$ cat config.mk
export PLATFORM = sky130hd
export DESIGN_NAME = an_decode_arbiter_flat
export DESIGN_NICKNAME = d
export VERILOG_FILES = /design/src/rtl/an_code_pkg.sv /design/src/rtl/an_decode_arbiter_if.sv /design/src/rtl/an_barrett_residue.sv /design/src/rtl/an_decode_arbiter.sv /design/src/flat_wrapper.sv
export SDC_FILE = /design/constraint.sdc
export NUM_CORES = 1
export LEC_CHECK = 0
export ABC_CLOCK_PERIOD_IN_PS = 6880
export CAP_MARGIN = 10
export CORE_ASPECT_RATIO = 1.25
export CORE_MARGIN = 2
export CORE_UTILIZATION = 45
export DETAILED_ROUTE_END_ITERATION = 10
export GPL_ROUTABILITY_DRIVEN = 0
export GPL_TIMING_DRIVEN = 0
export MAX_ROUTING_LAYER = met4
export PLACE_DENSITY = 0.67
export SKIP_LAST_GASP = 1
export SYNTH_ARGS = -nofsm -noshare
export SYNTH_HDL_FRONTEND = slang
export SYNTH_SLANG_ARGS = --single-unit
export TNS_END_PERCENT = 1
$ cat constraint.sdc
create_clock -name clk -period 6.88 [get_ports clk]
set_input_delay 1.376 -clock clk [delete_from_list [all_inputs] [get_ports clk]]
set_output_delay 1.376 -clock clk [all_outputs]
set_load 0.02 [all_outputs]
$ cat src/rtl/an_code_pkg.sv
// ---------------------------------------------------------------------------
// an_code_pkg
// Shared constants and helpers for the AN-code (A=13) decoder.
//   A, BARRETT_M, BARRETT_S : code multiplier and Barrett reduction constants
//   MAX_CW                  : largest legal codeword (13*7)
//   anStatus_e              : result status (CLEAN / CORR / UNCORR)
//   syndromeOffset()        : residue -> signed single-error offset
// ---------------------------------------------------------------------------
package an_code_pkg;

    localparam int A         = 13;
    localparam int BARRETT_M = 19;
    localparam int BARRETT_S = 8;
    localparam int MAX_CW    = 91;

    typedef enum logic [1:0] {
        CLEAN  = 2'b00,
        CORR   = 2'b01,
        UNCORR = 2'b10
    } anStatus_e;

    // Each nonzero residue mod 13 maps to exactly one error of the form
    // +/-2^i with i in 0..5, so the table is a complete syndrome decode.
    function automatic logic signed [7:0] syndromeOffset(input logic [3:0] r);
        logic signed [7:0] e;
        case (r)
            4'd1:    e = 8'sd1;
            4'd2:    e = 8'sd2;
            4'd4:    e = 8'sd4;
            4'd8:    e = 8'sd8;
            4'd3:    e = 8'sd16;
            4'd6:    e = 8'sd32;
            4'd12:   e = -8'sd1;
            4'd11:   e = -8'sd2;
            4'd9:    e = -8'sd4;
            4'd5:    e = -8'sd8;
            4'd10:   e = -8'sd16;
            4'd7:    e = -8'sd32;
            default: e = 8'sd0;
        endcase
        return e;
    endfunction

endpackage

$ cat src/rtl/an_decode_arbiter_if.sv
// ---------------------------------------------------------------------------
// an_decode_arbiter_if
// Request / result / statistics bundle of the shared AN decoder.
//   req_valid, req_codeword, req_ready : per-requester codeword handshake
//   out_valid, out_ready, out_id, out_message, out_status : result handshake
//   cnt_clr, corr_cnt, uncorr_cnt      : statistics counters
// modport slave  : decoder side
// modport master : requester / consumer side
// ---------------------------------------------------------------------------
interface an_decode_arbiter_if #(
    parameter int NREQ  = 4,
    parameter int CW_W  = 7,
    parameter int MSG_W = 3,
    parameter int CNT_W = 16
);

    logic [NREQ-1:0]         req_valid;
    logic [NREQ*CW_W-1:0]    req_codeword;
    logic [NREQ-1:0]         req_ready;
    logic                    out_valid;
    logic                    out_ready;
    logic [$clog2(NREQ)-1:0] out_id;
    logic [MSG_W-1:0]        out_message;
    logic [1:0]              out_status;
    logic                    cnt_clr;
    logic [CNT_W-1:0]        corr_cnt;
    logic [CNT_W-1:0]        uncorr_cnt;

    modport slave (
        input  req_valid, req_codeword, out_ready, cnt_clr,
        output req_ready, out_valid, out_id, out_message, out_status,
               corr_cnt, uncorr_cnt
    );

    modport master (
        output req_valid, req_codeword, out_ready, cnt_clr,
        input  req_ready, out_valid, out_id, out_message, out_status,
               corr_cnt, uncorr_cnt
    );

endinterface

$ cat src/rtl/an_barrett_residue.sv
// ---------------------------------------------------------------------------
// an_barrett_residue
// Two registered stages computing x mod 13 by Barrett reduction.
//   clk, rst : clock, asynchronous active-high reset
//   en_i     : advance both stages
//   x_i      : codeword entering stage 1
//   r_o      : residue x mod 13 (stage 2)
//   x_o      : codeword delayed to line up with r_o
// ---------------------------------------------------------------------------
module an_barrett_residue
    import an_code_pkg::*;
#(
    parameter int CW_W = 7
) (
    input  logic            clk,
    input  logic            rst,
    input  logic            en_i,
    input  logic [CW_W-1:0] x_i,
    output logic [3:0]      r_o,
    output logic [CW_W-1:0] x_o
);

    localparam int PROD_W = CW_W + 5;

    logic [PROD_W-1:0] prod;
    logic [CW_W-1:0]   q_d;
    logic [CW_W-1:0]   rRaw;
    logic [CW_W-1:0]   rFix;
    logic [3:0]        r_d;
    logic [CW_W-1:0]   x1_q;
    logic [CW_W-1:0]   q1_q;
    logic [3:0]        r2_q;
    logic [CW_W-1:0]   x2_q;

    // 19/256 slightly underestimates 1/13, so q is never too large and the
    // raw remainder is non-negative; one subtract brings it below 13.
    always_comb begin
        prod = PROD_W'(x_i) * PROD_W'(BARRETT_M);
        q_d  = CW_W'(prod >> BARRETT_S);
        rRaw = x1_q - CW_W'(q1_q * CW_W'(A));
        rFix = (rRaw >= CW_W'(A)) ? (rRaw - CW_W'(A)) : rRaw;
        r_d  = 4'(rFix);
    end

    always_ff @(posedge clk or posedge rst) begin
        if (rst) begin
            x1_q <= '0;
            q1_q <= '0;
            r2_q <= '0;
            x2_q <= '0;
        end else if (en_i) begin
            x1_q <= x_i;
            q1_q <= q_d;
            r2_q <= r_d;
            x2_q <= x1_q;
        end
    end

    assign r_o = r2_q;
    assign x_o = x2_q;

endmodule

$ cat src/rtl/an_decode_arbiter.sv
// ---------------------------------------------------------------------------
// an_decode_arbiter
// Round-robin shares one 3-stage AN-code (A=13) decoder among NREQ requesters.
//   clk, rst : clock, asynchronous active-high reset
//   bus      : an_decode_arbiter_if.slave
//              req_valid/req_codeword/req_ready : per-requester input
//              out_valid/out_ready/out_id/out_message/out_status : result
//              cnt_clr/corr_cnt/uncorr_cnt : saturating statistics
// ---------------------------------------------------------------------------
module an_decode_arbiter
    import an_code_pkg::*;
#(
    parameter int NREQ  = 4,
    parameter int CW_W  = 7,
    parameter int MSG_W = 3,
    parameter int CNT_W = 16
) (
    input logic                clk,
    input logic                rst,
    an_decode_arbiter_if.slave bus
);

    localparam int ID_W = $clog2(NREQ);
    localparam int Y_W  = CW_W + 2;
    localparam logic [CNT_W-1:0]      CNT_MAX = '1;
    localparam logic signed [Y_W-1:0] Y_MAX   = Y_W'(MAX_CW);

    logic                    adv;
    logic                    accept;
    logic                    xfer;
    logic                    grantFound;
    logic [ID_W-1:0]         grantId;
    logic [NREQ-1:0]         reqReady;
    logic [CW_W-1:0]         grantCw;
    logic [ID_W-1:0]         rrPtr_q;
    logic [ID_W-1:0]         rrPtr_d;
    logic                    s1Valid_q;
    logic [ID_W-1:0]         s1Id_q;
    logic                    s2Valid_q;
    logic [ID_W-1:0]         s2Id_q;
    logic [3:0]              s2Residue;
    logic [CW_W-1:0]         s2Cw;
    logic signed [7:0]       synOffset;
    logic signed [Y_W-1:0]   yVal;
    anStatus_e               status_d;
    logic [MSG_W-1:0]        msg_d;
    logic                    outValid_q;
    logic [ID_W-1:0]         outId_q;
    logic [MSG_W-1:0]        outMsg_q;
    anStatus_e               outStatus_q;
    logic [CNT_W-1:0]        corrCnt_q;
    logic [CNT_W-1:0]        uncorrCnt_q;

    assign adv  = !outValid_q || bus.out_ready;
    assign xfer = outValid_q && bus.out_ready;

    // First requesting index at or above the pointer, wrapping around.
    always_comb begin
        int idx;
        idx        = 0;
        grantFound = 1'b0;
        grantId    = '0;
        for (int k = 0; k < NREQ; k++) begin
            idx = int'(rrPtr_q) + k;
            if (idx >= NREQ) idx = idx - NREQ;
            if (!grantFound && bus.req_valid[idx]) begin
                grantFound = 1'b1;
                grantId    = ID_W'(idx);
            end
        end
    end

    assign accept  = adv && grantFound;
    assign rrPtr_d = (int'(grantId) == NREQ - 1) ? '0 : grantId + 1'b1;
    assign grantCw = bus.req_codeword[int'(grantId)*CW_W +: CW_W];

    always_comb begin
        reqReady = '0;
        if (accept) reqReady[grantId] = 1'b1;
    end

    an_barrett_residue #(
        .CW_W (CW_W)
    ) u_residue (
        .clk  (clk),
        .rst  (rst),
        .en_i (adv),
        .x_i  (grantCw),
        .r_o  (s2Residue),
        .x_o  (s2Cw)
    );

    // Undo the error implied by the residue; a "correction" landing outside
    // the legal codeword range means the error was not a single +/-2^i.
    always_comb begin
        synOffset = syndromeOffset(s2Residue);
        yVal      = $signed({2'b00, s2Cw}) - Y_W'(synOffset);
        msg_d     = '0;
        if (s2Residue == 4'd0)
            status_d = CLEAN;
        else if (yVal < 0 || yVal > Y_MAX)
            status_d = UNCORR;
        else
            status_d = CORR;
        if (status_d != UNCORR)
            msg_d = MSG_W'($unsigned(yVal) / Y_W'(A));
    end

    // All stages shift together; a stalled output freezes the whole pipe.
    always_ff @(posedge clk or posedge rst) begin
        if (rst) begin
            rrPtr_q     <= '0;
            s1Valid_q   <= 1'b0;
            s1Id_q      <= '0;
            s2Valid_q   <= 1'b0;
            s2Id_q      <= '0;
            outValid_q  <= 1'b0;
            outId_q     <= '0;
            outMsg_q    <= '0;
            outStatus_q <= CLEAN;
        end else if (adv) begin
            if (accept) rrPtr_q <= rrPtr_d;
            s1Valid_q   <= accept;
            s1Id_q      <= grantId;
            s2Valid_q   <= s1Valid_q;
            s2Id_q      <= s1Id_q;
            outValid_q  <= s2Valid_q;
            outId_q     <= s2Id_q;
            outMsg_q    <= msg_d;
            outStatus_q <= status_d;
        end
    end

    // Statistics count only results actually handed to the consumer.
    always_ff @(posedge clk or posedge rst) begin
        if (rst) begin
            corrCnt_q   <= '0;
            uncorrCnt_q <= '0;
        end else if (bus.cnt_clr) begin
            corrCnt_q   <= '0;
            uncorrCnt_q <= '0;
        end else if (xfer) begin
            if (outStatus_q == CORR && corrCnt_q != CNT_MAX)
                corrCnt_q <= corrCnt_q + 1'b1;
            if (outStatus_q == UNCORR && uncorrCnt_q != CNT_MAX)
                uncorrCnt_q <= uncorrCnt_q + 1'b1;
        end
    end

    assign bus.req_ready   = reqReady;
    assign bus.out_valid   = outValid_q;
    assign bus.out_id      = outId_q;
    assign bus.out_message = outMsg_q;
    assign bus.out_status  = outStatus_q;
    assign bus.corr_cnt    = corrCnt_q;
    assign bus.uncorr_cnt  = uncorrCnt_q;

endmodule

$ cat src/flat_wrapper.sv
// flat-port wrapper written by rule: the top's interface ports become plain ports
module an_decode_arbiter_flat import an_code_pkg::*;
#(
    parameter int NREQ  = 4,
    parameter int CW_W  = 7,
    parameter int MSG_W = 3,
    parameter int CNT_W = 16
)
  (clk, rst, bus_req_valid, bus_req_codeword, bus_out_ready, bus_cnt_clr, bus_req_ready, bus_out_valid, bus_out_id, bus_out_message, bus_out_status, bus_corr_cnt, bus_uncorr_cnt);
  an_decode_arbiter_if #(.NREQ(NREQ), .CW_W(CW_W), .MSG_W(MSG_W), .CNT_W(CNT_W)) bus_i ();
  input logic clk;
  input logic rst;
  input wire logic [$bits(bus_i.req_valid)-1:0] bus_req_valid;
  input wire logic [$bits(bus_i.req_codeword)-1:0] bus_req_codeword;
  input wire logic [$bits(bus_i.out_ready)-1:0] bus_out_ready;
  input wire logic [$bits(bus_i.cnt_clr)-1:0] bus_cnt_clr;
  output wire logic [$bits(bus_i.req_ready)-1:0] bus_req_ready;
  output wire logic [$bits(bus_i.out_valid)-1:0] bus_out_valid;
  output wire logic [$bits(bus_i.out_id)-1:0] bus_out_id;
  output wire logic [$bits(bus_i.out_message)-1:0] bus_out_message;
  output wire logic [$bits(bus_i.out_status)-1:0] bus_out_status;
  output wire logic [$bits(bus_i.corr_cnt)-1:0] bus_corr_cnt;
  output wire logic [$bits(bus_i.uncorr_cnt)-1:0] bus_uncorr_cnt;
  assign bus_i.req_valid = bus_req_valid;
  assign bus_i.req_codeword = bus_req_codeword;
  assign bus_i.out_ready = bus_out_ready;
  assign bus_i.cnt_clr = bus_cnt_clr;
  assign bus_req_ready = bus_i.req_ready;
  assign bus_out_valid = bus_i.out_valid;
  assign bus_out_id = bus_i.out_id;
  assign bus_out_message = bus_i.out_message;
  assign bus_out_status = bus_i.out_status;
  assign bus_corr_cnt = bus_i.corr_cnt;
  assign bus_uncorr_cnt = bus_i.uncorr_cnt;
  an_decode_arbiter #(.NREQ(NREQ), .CW_W(CW_W), .MSG_W(MSG_W), .CNT_W(CNT_W)) u_core (.clk(clk), .rst(rst), .bus(bus_i));
endmodule
* After elaboration in Yosys (flattened, before gate mapping)
Memory sizes are Yosys's and may differ from the RTL's. Cells that the tools add are included. W data, S select, Z words.
Storage, ports and cells: register bits after elaboration 70, bits in latches 0, memory bits (writable) 0, bits in read-only memories 128, output and inout port bits 44, word-level logic and storage cells 112, memories 1
Memory list:
- (name not given) | words 16, bits a word 8, rd ports 1, clocked after memory_dff 0, wr ports 0, RTL line an_code_pkg.sv:26 | case (r)
Cells by class: add/subtract/negate cells 13, multipliers 3, div/mod/pow operators 1, magnitude comparators 13, eq/ne operators 6, shift operators 1, muxes and demuxes 38, bitwise operators 0, reductions and logical operators 21
Operators by type and width (number):
- $lt A32 B4 Y1 const B | 4
- $mux W32 | 4
- $ge A32 B4 Y1 const B | 3
- $mux W16 | 6
- $sub A32 B4 Y32 const B | 3
- $add A16 B1 Y16 const B | 2
- $ne A16 B16 Y1 const B | 2
- $shiftx A28 B32 Y7 | 1
- $mux W2 | 7
- $mux W1 | 13
- $mul A7 B5 Y12 const B | 1
- $div A9 B4 Y9 const B | 1
- $gt A9 B8 Y1 const B | 1
- $lt A9 B1 Y1 const B | 1
- $sub A8 B8 Y9 | 1
- $bmux W1 S2 | 4
- $logic_and A1 B1 Y1 | 8
- $mux W4 | 2
- $ge A7 B4 Y1 const B | 1
- $mul A4 B4 Y7 const B | 1
- $sub A7 B7 Y7 | 1
- $add A2 B2 Y3 const B | 2
- $reduce_and A2 Y1 | 3
- $reduce_bool A2 Y1 | 3
- 16 further kinds | 21

* Logic depth before layout (Yosys ltp)
Gate-level depths: netlist of run 1.
word-level depth 20, gate-level depth with buffers 24, gate-level depth less buffers 21

* By module
Synthesis of run 1 repeated with hierarchy kept, for this count alone.
Second synthesis, totals: cell total of the unflattened synthesis 691, area, all modules 5931.9 um2
By module, submodules not included:
- an_decode_arbiter | times used 1, cells each 502, area each 4086.4 um2, seq. area each 1201.2 um2
- an_barrett_residue | times used 1, cells each 189, area each 1845.5 um2, seq. area each 550.5 um2

* Worst setup path after synthesis of run 1
Ideal clock, no wire load.
path kind input -> register, from input bus_req_valid[0], to register u_core.u_residue.q1_q[2], data arrival time 4.812 ns, required time 6.745 ns, setup slack 1.933 ns, cell stages on the path 19, buffers on the path 1, cells stage by stage nor2b_1 -> a21oi_1 -> o22ai_1 -> a21oi_1 -> clkbuf_1 -> inv_1 -> a211oi_1 -> a21oi_1 -> ha_1 -> inv_1 -> fa_1 -> inv_1 -> ha_1 -> nor3_1 -> nor2_1 -> a31oi_1 -> o21bai_1 -> xnor2_1 -> o21ai_0
On the way: longest elaborated chain between the ends 16, elaborated cells on any way between the ends 28, classes of those cells mul: 2; shift: 1; mux: 19; reduce/logical: 6
RTL lines:
- start: declaration | RTL line flat_wrapper.sv:13 | input wire logic [$bits(bus_i.req_valid)-1:0] bus_req_valid;
- $bmux W1 S2 | RTL line an_decode_arbiter.sv:66 | if (!grantFound && bus.req_valid[idx]) begin
- $mux W1 (implied by the code) (2 in a row) | RTL line an_decode_arbiter.sv:66
- $mux W1 | RTL line an_decode_arbiter.sv:66
- $logic_not A1 Y1 | RTL line an_decode_arbiter.sv:66
- $logic_and A1 B1 Y1 | RTL line an_decode_arbiter.sv:66
- $mux W1 | RTL line an_decode_arbiter.sv:66
- $logic_not A1 Y1 | RTL line an_decode_arbiter.sv:66
- $logic_and A1 B1 Y1 | RTL line an_decode_arbiter.sv:66
- $mux W1 | RTL line an_decode_arbiter.sv:66
- $logic_not A1 Y1 | RTL line an_decode_arbiter.sv:66
- $logic_and A1 B1 Y1 | RTL line an_decode_arbiter.sv:66
- $mux W2 (*) | RTL line an_decode_arbiter.sv:66
- via u_core.grantId[0] | RTL line an_decode_arbiter.sv:32 | logic [ID_W-1:0] grantId;
- $mul A2 B3 Y5 (*) | RTL line an_decode_arbiter.sv:75 | assign grantCw = bus.req_codeword[int'(grantId)*CW_W +: CW_W];
- $shiftx A28 B32 Y7 (*) | RTL line an_decode_arbiter.sv:75
- via u_core.grantCw[2] | RTL line an_decode_arbiter.sv:34 | logic [CW_W-1:0] grantCw;
- $mul A7 B5 Y12 (*) | RTL line an_barrett_residue.sv:38 | prod = PROD_W'(x_i) * PROD_W'(BARRETT_M);
- end signal: assignment | RTL line an_barrett_residue.sv:53 | q1_q <= q_d;
- end: declaration | RTL line an_barrett_residue.sv:31 | logic [CW_W-1:0] q1_q;
Mark *: on every way through the listed nets, which the timed path passes. The rest lies on a longest branch. The select of a mux whose other input is x is not followed. A chain may end at the register's enable or synchronous reset.

* Worst setup path after layout of run 1
Same ends and word-level chain as after synthesis.

==> impl_metrics.env, run 1 <==
export IMPL_status="completed"
export IMPL_min_delay_path_depth=2
export IMPL_vias_per_cell=5.74
export IMPL_fin_skew_ps=8.36
export IMPL_ys_seq_elements=70
export IMPL_ant_nets=0
export IMPL_setup_violations=0
export IMPL_cts_root_buf="clkbuf_16"
export IMPL_drv_slew=0
export IMPL_antenna_diode_count=0
export IMPL_hp_start="u_core.s2Valid_q$_DFFE_PP0P_"
export IMPL_die_w_um=107
export IMPL_ys_warn_count=0
export IMPL_synth_flop_cell="dfrtp_1"
export IMPL_clk_latency_ps=340
export IMPL_dieArea_um2=14300
export IMPL_htreeDepth=3
export IMPL_drive_above_1_share_pct=4.63
export IMPL_synth_most_common_cell="nand2_1"
export IMPL_synth_area_per_cell_um2=8.27
export IMPL_grt_max_degree=71
export IMPL_antenna_found_initial=0
export IMPL_fin_ws_ps=1120
export IMPL_initial_core_util_pct=45.8
export IMPL_rr_startpoint="u_core.u_residue.r_o[2]$_DFFE_PP0P_"
export IMPL_nFillCells=1192
export IMPL_critPathRequiredTime_ps=7070
export IMPL_nets=911
export IMPL_grt_pass1_vias=5616
export IMPL_cts_buffers=9
export IMPL_grt_overflow=0
export IMPL_max_slew_margin_rel_pct=38.8
export IMPL_worstSetupStartpointType="input port"
export IMPL_place_ws_ps=817
export IMPL_drc=0
export IMPL_final_period_utilization_pct=83.8
export IMPL_multi_input_area_um2=3940
export IMPL_worst_path_max_fanout=11
export IMPL_regToRegSetupSlack_ps=1150
export IMPL_ios=80
export IMPL_cts_path_max_buffers=2
export IMPL_async_flop_share_pct=100
export IMPL_ys_types=75
export IMPL_fin_area_um2=7310
export IMPL_finalHoldViolations=0
export IMPL_holdPathEnd="u_core.s2Valid_q$_DFFE_PP0P_"
export IMPL_path_clk_slew_ps=60
export IMPL_path_class="in2reg"
export IMPL_drt_initial_drc_count=350
export IMPL_firstDrtPassIters=8
export IMPL_cts_tree="done"
export IMPL_via_count=5690
export IMPL_cts_resized=0
export IMPL_port_buffer_count=78
export IMPL_synth_fp_nets=821
export IMPL_r2r_cells=23
export IMPL_netlist_top_cells_area="dfrtp_1 29%, ha_1 11%, nand2_1 5.5%"
export IMPL_rows=47
export IMPL_worst_pin_slew_ps=911
export IMPL_syn2layout_area_growth_pct=21.7
export IMPL_cts_setup_buffers=0
export IMPL_wl_um=15500
export IMPL_hp_class="reg2reg"
export IMPL_cap_violations=0
export IMPL_yosysSeqAreaShare_pct=29.2
export IMPL_dp_hpwl_um=12000
export IMPL_holdWs_ps=457
export IMPL_die_height_um=133
export IMPL_synth_edf_count=0
export IMPL_postCtsHoldBufs=0
export IMPL_clkSinkCount=70
export IMPL_seqCellArea_um2=1750
export IMPL_min_period_ps=5760
export IMPL_synth_top_area_share_pct=29.2
export IMPL_synthesis_area_um2=6010
export IMPL_crit_arrival_ps=5960
export IMPL_grt_pass1_wl_um=25800
export IMPL_place_area_um2=7000
export IMPL_r2r_end="u_core.bus.out_message[0]$_DFFE_PP0P_"
export IMPL_wl_per_cell_um=15.6
export IMPL_tns_ps=0
export IMPL_yosysTopAreaCell="dfrtp_1"
export IMPL_end_kind="register"
export IMPL_max_freq_mhz=173
export IMPL_synthCells=726
export IMPL_ys_top_cells_by_count="88 x nand2_1, 70 x dfrtp_1, 64 x nor2_1, 52 x ha_1, 49 x inv_1"
export IMPL_grt_use_total_pct=22.8
export IMPL_core_area_um2=13100
export IMPL_grt_setup_unrepaired="no"
sequential cells by signal, indices dropped and copies added, names as in the netlist:
signal and flops:
u_core.bus.corr_cnt 16, u_core.bus.uncorr_cnt 16, u_core.u_residue.x1_q 7, u_core.u_residue.x_o 7, u_core.u_residue.q1_q 4, u_core.u_residue.r_o 4
u_core.bus.out_message 3, u_core.bus.out_id 2, u_core.bus.out_status 2, u_core.rrPtr_q 2, u_core.s1Id_q 2, u_core.s2Id_q 2
u_core.bus.out_valid 1, u_core.s1Valid_q 1, u_core.s2Valid_q 1
logic make-up after synthesis:
group	count (synthesis)	share of synthesized area (%)
muxes	21	3.60
adders and majority gates	60	13.3
buffers and inverters	80	5.19
AOI/OAI and AO/OA	189	21.3
DFF	70	29.2
and+or+nand+nor	257	20.3
xor gates and xnor gates	49	7.15
per-stage QoR:
stage	std cells	util, %
finish	992	55.8
global placement	975	53.4
global route	992	55.8
CTS	991	55.7
detailed placement	975	53.4
floorplan	726	-
per-layer routing:
metal / up-vias / GRT usage, % / wire [um]
met2: 197 / 40.9 / 8260
met4: 0 / 9.62 / 375
met1: 2682 / 24.9 / 6180
met5: - / - / 0
met3: 36 / 3.52 / 704
li1: 2775 / - / -
worst max-delay path by stage:
stage	slack, ps	startpoint	to	depth (start not counted)
finish	1120	bus_req_valid[0]	u_core.u_residue.q1_q[2]$_DFFE_PP0P_	20
global route	590	u_core.u_residue.r_o[2]$_DFFE_PP0P_	u_core.bus.out_message[0]$_DFFE_PP0P_	23
CTS	1170	bus_req_valid[0]	u_core.u_residue.q1_q[2]$_DFFE_PP0P_	20
detailed placement	820	bus_req_valid[0]	u_core.u_residue.q1_q[2]$_DFFE_PP0P_	20
global placement	910	bus_req_valid[0]	u_core.u_residue.q1_q[2]$_DFFE_PP0P_	20
floorplan	1930	bus_req_valid[0]	u_core.u_residue.q1_q[2]$_DFFE_PP0P_	19
layout by cell type (no fill, tap or decap), types with 12 or more instances in the layout:
master,netlist,final
a21o_1,12,12
a21oi_1,40,40
and2_1,13,13
clkbuf_1,23,24
clkdlybuf4s50_1,0,78
dfrtp_1,70,70
ha_1,52,52
inv_1,49,48
mux2i_1,19,19
nand2_1,88,88
nand3_1,12,12
nor2_1,64,64
nor3_1,17,17
o21ai_0,46,46
or3_1,14,14
xnor2_1,25,25
xor2_1,24,24
critical path: stages:
cell and delay (ps):
clkdlybuf4s50_1 460, nor2b_1 160, a21oi_1 110, o22ai_1 90, a21oi_1 420, clkbuf_1 490, inv_1 250, a211oi_1 310
a21oi_1 150, ha_1 340, inv_1 50, fa_1 500, inv_1 50, ha_1 290, nor3_1 180, nor2_1 90
a31oi_1 260, o21bai_1 140, xnor2_1 150, o21ai_0 80
cell type report:
class | count | share of cell area [%]
Buffer | 30 | 1.68
Clock buffer | 9 | 3.08
Clock inverter | 7 | 1.10
Inverter | 50 | 2.62
Multi-Input combinational cell | 576 | 53.9
Sequential cell | 70 | 24.0
Tap cell | 171 | 2.93
Timing Repair Buffer | 79 | 10.7
Power of run 1 is left out: the tool's default activity adds up to more than one toggle a clock period on the data nets, which glitch-free logic cannot reach.
==> run 2, diff against run 1 <==
--- a/config.mk
+++ b/config.mk
@@ -5,7 +5,7 @@
 export SDC_FILE = /design/constraint.sdc
 export NUM_CORES = 1
 export LEC_CHECK = 0
-export ABC_CLOCK_PERIOD_IN_PS = 6880
+export ABC_CLOCK_PERIOD_IN_PS = 5350
 export CAP_MARGIN = 10
 export CORE_ASPECT_RATIO = 1.25
 export CORE_MARGIN = 2
==> constraint.sdc (replaced) <==
create_clock -name clk -period 5.35 [get_ports clk]
set_input_delay 1.07 -clock clk [delete_from_list [all_inputs] [get_ports clk]]
set_output_delay 1.07 -clock clk [all_outputs]
set_load 0.02 [all_outputs]
==> impl_metrics.env, run 2 (synthesized netlist as in run 1, its figures left out) <==
export IMPL_firstDrtPassIters=5
export IMPL_cts_root_buf="clkbuf_16"
export IMPL_dieArea_um2=14300
export IMPL_antenna_diode_count=0
export IMPL_worstSetupStartpointType="register"
export IMPL_fin_cells=997
export IMPL_dp_cells=975
export IMPL_die_height_um=133
export IMPL_drt_initial_drc_count=336
export IMPL_drv_slew=0
export IMPL_min_period_ps=5090
export IMPL_worst_path_max_fanout=10
export IMPL_nets=916
export IMPL_layout_commonest_cell="nand2_1"
export IMPL_antenna_found_initial=0
export IMPL_vias_per_cell=5.76
export IMPL_path_cells="buf_2 > clkbuf_2 > nor3b_2 > nand2_1 > o21ai_0 > fa_1 > nand2b_1 > nand2b_1 > a21o_1 > xnor2_1 > a2111o_1 > nand3_2 > and4_1 > a311o_1 > nor3_1 > o32ai_2 > o311a_1 > a221oi_2"
export IMPL_grt_pass1_vias=5625
export IMPL_crit_path_top_delay_cell="xnor2_1"
export IMPL_via_count=5741
export IMPL_initial_core_util_pct=45.8
export IMPL_tns_ps=0
export IMPL_grt_pass1_wl_um=25900
export IMPL_rows=47
export IMPL_wl_um=15800
export IMPL_worst_pin_slew_ps=1010
export IMPL_grt_max_degree=71
export IMPL_grt_overflow=0
export IMPL_path_class="reg2reg"
export IMPL_ios=80
export IMPL_crit_arrival_ps=5340
export IMPL_core_area_um2=13100
export IMPL_cts_path_max_buffers=2
export IMPL_critPathRequiredTime_ps=5590
export IMPL_wl_per_cell_um=15.9
export IMPL_path_clk_slew_ps=60
export IMPL_cts_tree="done"
export IMPL_ant_nets=0
export IMPL_clk_latency_ps=340
export IMPL_slowest_delay_ps=790
export IMPL_hp_class="reg2reg"
export IMPL_holdWs_ps=456
export IMPL_drc=0
export IMPL_die_w_um=107
export IMPL_end_kind="register"
export IMPL_cp_common_cell="nand2b_1"
export IMPL_dp_hpwl_um=12000
export IMPL_cap_violations=0
export IMPL_port_buffer_count=78
export IMPL_htreeDepth=3
export IMPL_grt_setup_unrepaired="yes"
export IMPL_grt_use_total_pct=22.9
export IMPL_cts_buffers=9
export IMPL_status="completed"
export IMPL_layout_common_cells="87 x nand2_1, 78 x clkdlybuf4s50_1, 70 x dfrtp_1"
export IMPL_final_period_utilization_pct=95.2
export IMPL_setup_violations=0
export IMPL_finalHoldViolations=0
export IMPL_nFillCells=1164
export IMPL_max_freq_mhz=196
export IMPL_clkSinkCount=70
export IMPL_syn2layout_area_growth_pct=24.6
export IMPL_fin_skew_ps=8.51
export IMPL_max_slew_margin_rel_pct=32.5
export IMPL_post_route_util_pct=57.1
export IMPL_drive_above_1_share_pct=8.35
run 2: cell types whose count changed in the layout (fill, tap and decap cells not counted), sizes merged:
cell,before,now
buf,7,14
clkbuf,33,31
run 2: worst max-delay path, delay by kind of cell, from the launching register on:
kind | cells | cell delay (ps)
adders and majority gates | 1 | 320
DFF | 1 | 360
buffers and inverters | 2 | 340
xor gates and xnor gates | 1 | 790
AOI/OAI and AO/OA | 7 | 1760
and+or+nand+nor | 7 | 1440
run 2: worst paths after layout:
path,start,endpoint,slack (ps),cells after the start
max reg2reg,u_core.u_residue.r_o[2]$_DFFE_PP0P_,u_core.bus.out_message[0]$_DFFE_PP0P_,260,18
max in group asynchronous,rst,u_core.bus.out_message[1]$_DFFE_PP0P_,3490,2
min in group asynchronous,rst,u_core.bus.corr_cnt[4]$_DFFE_PP0P_,1280,2
min reg2reg,u_core.s2Valid_q$_DFFE_PP0P_,u_core.s2Valid_q$_DFFE_PP0P_,460,2
max,u_core.u_residue.r_o[2]$_DFFE_PP0P_,u_core.bus.out_message[0]$_DFFE_PP0P_,260,18
min,u_core.s2Valid_q$_DFFE_PP0P_,u_core.s2Valid_q$_DFFE_PP0P_,460,2
run 2: cell type report:
cell class              instances  area, um^2  share of cell area (%)
plain buffers                  29         133                    1.77
clock buffers                   9         225                    3.01
clock inverters                 7        80.1                    1.07
inverters                      50         191                    2.56
multi-input cells             576        4060                    54.2
flip-flops and latches         70        1750                    23.4
well taps                     171         214                    2.86
repair buffers                 85         830                    11.1
run 2: through the flow:
stage / area (um^2) / setup WS, ps
2_1_floorplan: 6010 / 519
4_1_cts: 7340 / -22.4
3_3_place_gp: 7000 / -309
5_1_grt: 7480 / -6.56
3_5_place_dp: 7000 / -407
6_report: 7480 / 256
run 2: metal layers:
layer / vias to the layer above / global-route usage (%) / share of wire, %
met1: 2707 / 24.8 / 40
met4: 0 / 9.47 / 2.6
met5: - / - / 0
met2: 203 / 41.2 / 53
met3: 48 / 3.52 / 4.4
li1: 2783 / - / -
run 2: repair_timing:
action,CTS,global route
setup buffers,0,6
endpoints found under the hold margin,0,0
gates resized for setup,9,28
pin swaps,0,8
endpoints found under the setup margin,3,5
hold buffers,0,0
Power of run 2 is left out for the same reason.
==> run 3, diff against run 2 <==
--- a/config.mk
+++ b/config.mk
@@ -10,6 +10,7 @@
 export CORE_ASPECT_RATIO = 1.25
 export CORE_MARGIN = 2
 export CORE_UTILIZATION = 45
+export CTS_BUF_LIST = sky130_fd_sc_hd__clkbuf_16
 export DETAILED_ROUTE_END_ITERATION = 10
 export GPL_ROUTABILITY_DRIVEN = 0
 export GPL_TIMING_DRIVEN = 0
@@ -18,5 +19,6 @@
 export SKIP_LAST_GASP = 1
 export SYNTH_ARGS = -nofsm -noshare
 export SYNTH_HDL_FRONTEND = slang
+export SYNTH_HIERARCHICAL = 1
 export SYNTH_SLANG_ARGS = --single-unit
 export TNS_END_PERCENT = 1
==> impl_metrics.env, run 3 <==
export IMPL_yosysTopAreaCell="dfrtp_1"
export IMPL_post_route_util_pct=61.9
export IMPL_die_w_um=107
export IMPL_ys_warn_count=6
export IMPL_worst_pin_slew_ps=1120
export IMPL_final_period_utilization_pct=103
export IMPL_seqCellArea_um2=1750
export IMPL_antenna_found_initial=0
export IMPL_grt_pass1_vias=5593
export IMPL_min_delay_path_depth=1
export IMPL_drc=0
export IMPL_ant_nets=0
export IMPL_syn2layout_area_growth_pct=33.3
export IMPL_ys_types=88
export IMPL_port_buffer_count=78
export IMPL_rr_startpoint="u_core/u_residue/r_o[3]$_DFFE_PP0P_"
export IMPL_grt_overflow=0
export IMPL_synth_fp_nets=783
export IMPL_cts_path_max_buffers=2
export IMPL_cts_tree="done"
export IMPL_end_kind="register"
export IMPL_dp_hpwl_um=11500
export IMPL_r2r_cells=25
export IMPL_path_class="reg2reg"
export IMPL_max_freq_mhz=181
export IMPL_drive_above_1_share_pct=19.3
export IMPL_synth_edf_count=0
export IMPL_crit_end="u_core/bus.out_message[0]$_DFFE_PP0P_"
export IMPL_grt_use_total_pct=23.4
export IMPL_nFillCells=1096
export IMPL_die_height_um=132
export IMPL_synthCells=691
export IMPL_synth_top_area_share_pct=29.5
export IMPL_layout_common_cells="78 x clkdlybuf4s50_1, 70 x dfrtp_1, 66 x nor2_1"
export IMPL_clkSinkCount=70
export IMPL_drt_initial_drc_count=326
export IMPL_violations="setup timing"
export IMPL_min_period_ps=5530
export IMPL_antenna_diode_count=0
export IMPL_regToRegSetupSlack_ps=-180
export IMPL_status="complete, but fails checks"
export IMPL_htreeDepth=3
export IMPL_r2r_end="u_core/bus.out_message[0]$_DFFE_PP0P_"
export IMPL_synth_area_per_cell_um2=8.58
export IMPL_wl_per_cell_um=15.9
export IMPL_cap_violations=0
export IMPL_synth_flop_cell="dfrtp_1"
export IMPL_path_clk_slew_ps=60
export IMPL_drv_slew=0
export IMPL_critPathRequiredTime_ps=5540
export IMPL_finalHoldViolations=0
export IMPL_yosysSeqAreaShare_pct=29.5
export IMPL_worstSetupStartpointType="register"
export IMPL_hp_class="reg2reg"
export IMPL_layout_commonest_cell="clkdlybuf4s50_1"
export IMPL_async_flop_share_pct=100
export IMPL_worst_path_max_fanout=8
export IMPL_synthesis_area_um2=5930
export IMPL_ys_top_cells_by_count="74 x nor2_1, 70 x dfrtp_1, 68 x nand2_1, 55 x inv_1, 49 x ha_1"
export IMPL_crit_arrival_ps=5730
export IMPL_clk_latency_ps=330
export IMPL_dieArea_um2=14100
export IMPL_nets=910
export IMPL_wl_um=15800
export IMPL_fin_ws_ps=-183
export IMPL_holdWs_ps=462
export IMPL_core_area_um2=12800
export IMPL_multi_input_area_um2=4180
export IMPL_netlist_top_cells_area="dfrtp_1 30%, ha_1 10%, nor2_1 4.7%"
export IMPL_via_count=5609
export IMPL_max_slew_margin_rel_pct=24.3
export IMPL_rows=46
export IMPL_setup_violations=4
export IMPL_grt_max_degree=38
export IMPL_tns_ps=-400
export IMPL_ys_seq_elements=70
export IMPL_setup_worst_path_start="u_core/u_residue/r_o[3]$_DFFE_PP0P_"
export IMPL_grt_pass1_wl_um=26500
export IMPL_synth_most_common_cell="nor2_1"
export IMPL_firstDrtPassIters=5
export IMPL_cts_buffers=9
export IMPL_fin_skew_ps=6.10
export IMPL_cts_root_buf="clkbuf_16"
export IMPL_ios=80
export IMPL_initial_core_util_pct=46.4
export IMPL_grt_setup_unrepaired="yes"
export IMPL_vias_per_cell=5.66
==> run 3: cell count changes after synthesis, sizes merged, moves of 11 or more <==
cell   delta
mux2i    -11
nand2    -19
nor2b    +12
o21ai    -19
or3      -12
==> run 3: what timing repair did <==
action                                  in CTS  in global routing
pin swaps                                   23                 22
gates cloned                                 0                  2
setup buffers                               25                 12
endpoints found under the setup margin      11                 10
hold buffers                                 0                  0
gates resized for setup                     51                 26
==> run 3: cell type report <==
type	instances	share of cell area, %
Buffer	23	1.82
Sequential cell	70	22.2
Inverter	56	2.72
Clock buffer	9	2.85
Clock inverter	7	1.01
Tap cell	168	2.66
Timing Repair Buffer	118	14.0
Multi-Input combinational cell	540	52.8
==> run 3: worst max-delay path, stage by stage (launching register included) <==
cell and delay (ps):
dfrtp_1 410, buf_6 170, inv_6 50, nor2_4 110, a21oi_2 40, nand2_1 70, o21ai_1 70, ha_1 330
buf_6 140, a21o_1 160, a221o_1 310, a211o_1 260, buf_6 130, ha_4 210, or4_4 480, a221o_1 440
a21oi_4 180, buf_12 140, o21ba_4 190, a21oi_4 250, nor2_4 80, o31ai_4 370, xnor2_2 110, a311o_1 400
o211ai_2 160, o311ai_1 110
==> run 3: routing by layer <==
layer,vias up,GRT usage [%],routed length [um]
li1,2712,-,-
met1,2718,26.5,6380
met2,144,42.1,8560
met3,35,3.06,506
met4,0,7.65,358
met5,-,-,0
==> run 3: worst min-delay path by stage <==
stage                                       from                               end  slack, ps
floorplan           u_core/s2Valid_q$_DFFE_PP0P_      u_core/s2Valid_q$_DFFE_PP0P_        430
detailed placement  u_core/s2Valid_q$_DFFE_PP0P_  u_core/bus.out_valid$_DFFE_PP0P_        450
global placement    u_core/s2Valid_q$_DFFE_PP0P_      u_core/s2Valid_q$_DFFE_PP0P_        440
finish              u_core/s2Valid_q$_DFFE_PP0P_  u_core/bus.out_valid$_DFFE_PP0P_        460
CTS                 u_core/s2Valid_q$_DFFE_PP0P_  u_core/bus.out_valid$_DFFE_PP0P_        460
global route        u_core/s2Valid_q$_DFFE_PP0P_  u_core/bus.out_valid$_DFFE_PP0P_        490
==> run 3: cells by family (layout without fill, tap and decap cells) <==
group                    after synthesis  after routing  synth area share (%)
AND/OR/NAND/NOR                      245            245                  20.1
AO/OA/AOI/OAI                        169            169                  21.1
buffers and inverters                 81            213                  5.40
flip-flops                            70             70                  29.5
adder cells (fa/ha/maj)               56             56                  12.7
XOR/XNOR                              51             51                  7.66
multiplexers                          19             19                  3.44
==> run 3: metrics by stage <==
stage / setup WS (ps) / cell area [um^2] / cells
2_1_floorplan: 60.0 / 5970 / 691
3_3_place_gp: -1110 / 6960 / 937
3_5_place_dp: -1230 / 6980 / 938
4_1_cts: -173 / 7710 / 978
5_1_grt: -344 / 7910 / 991
6_report: -183 / 7910 / 991
Power of run 3 is left out for the same reason.
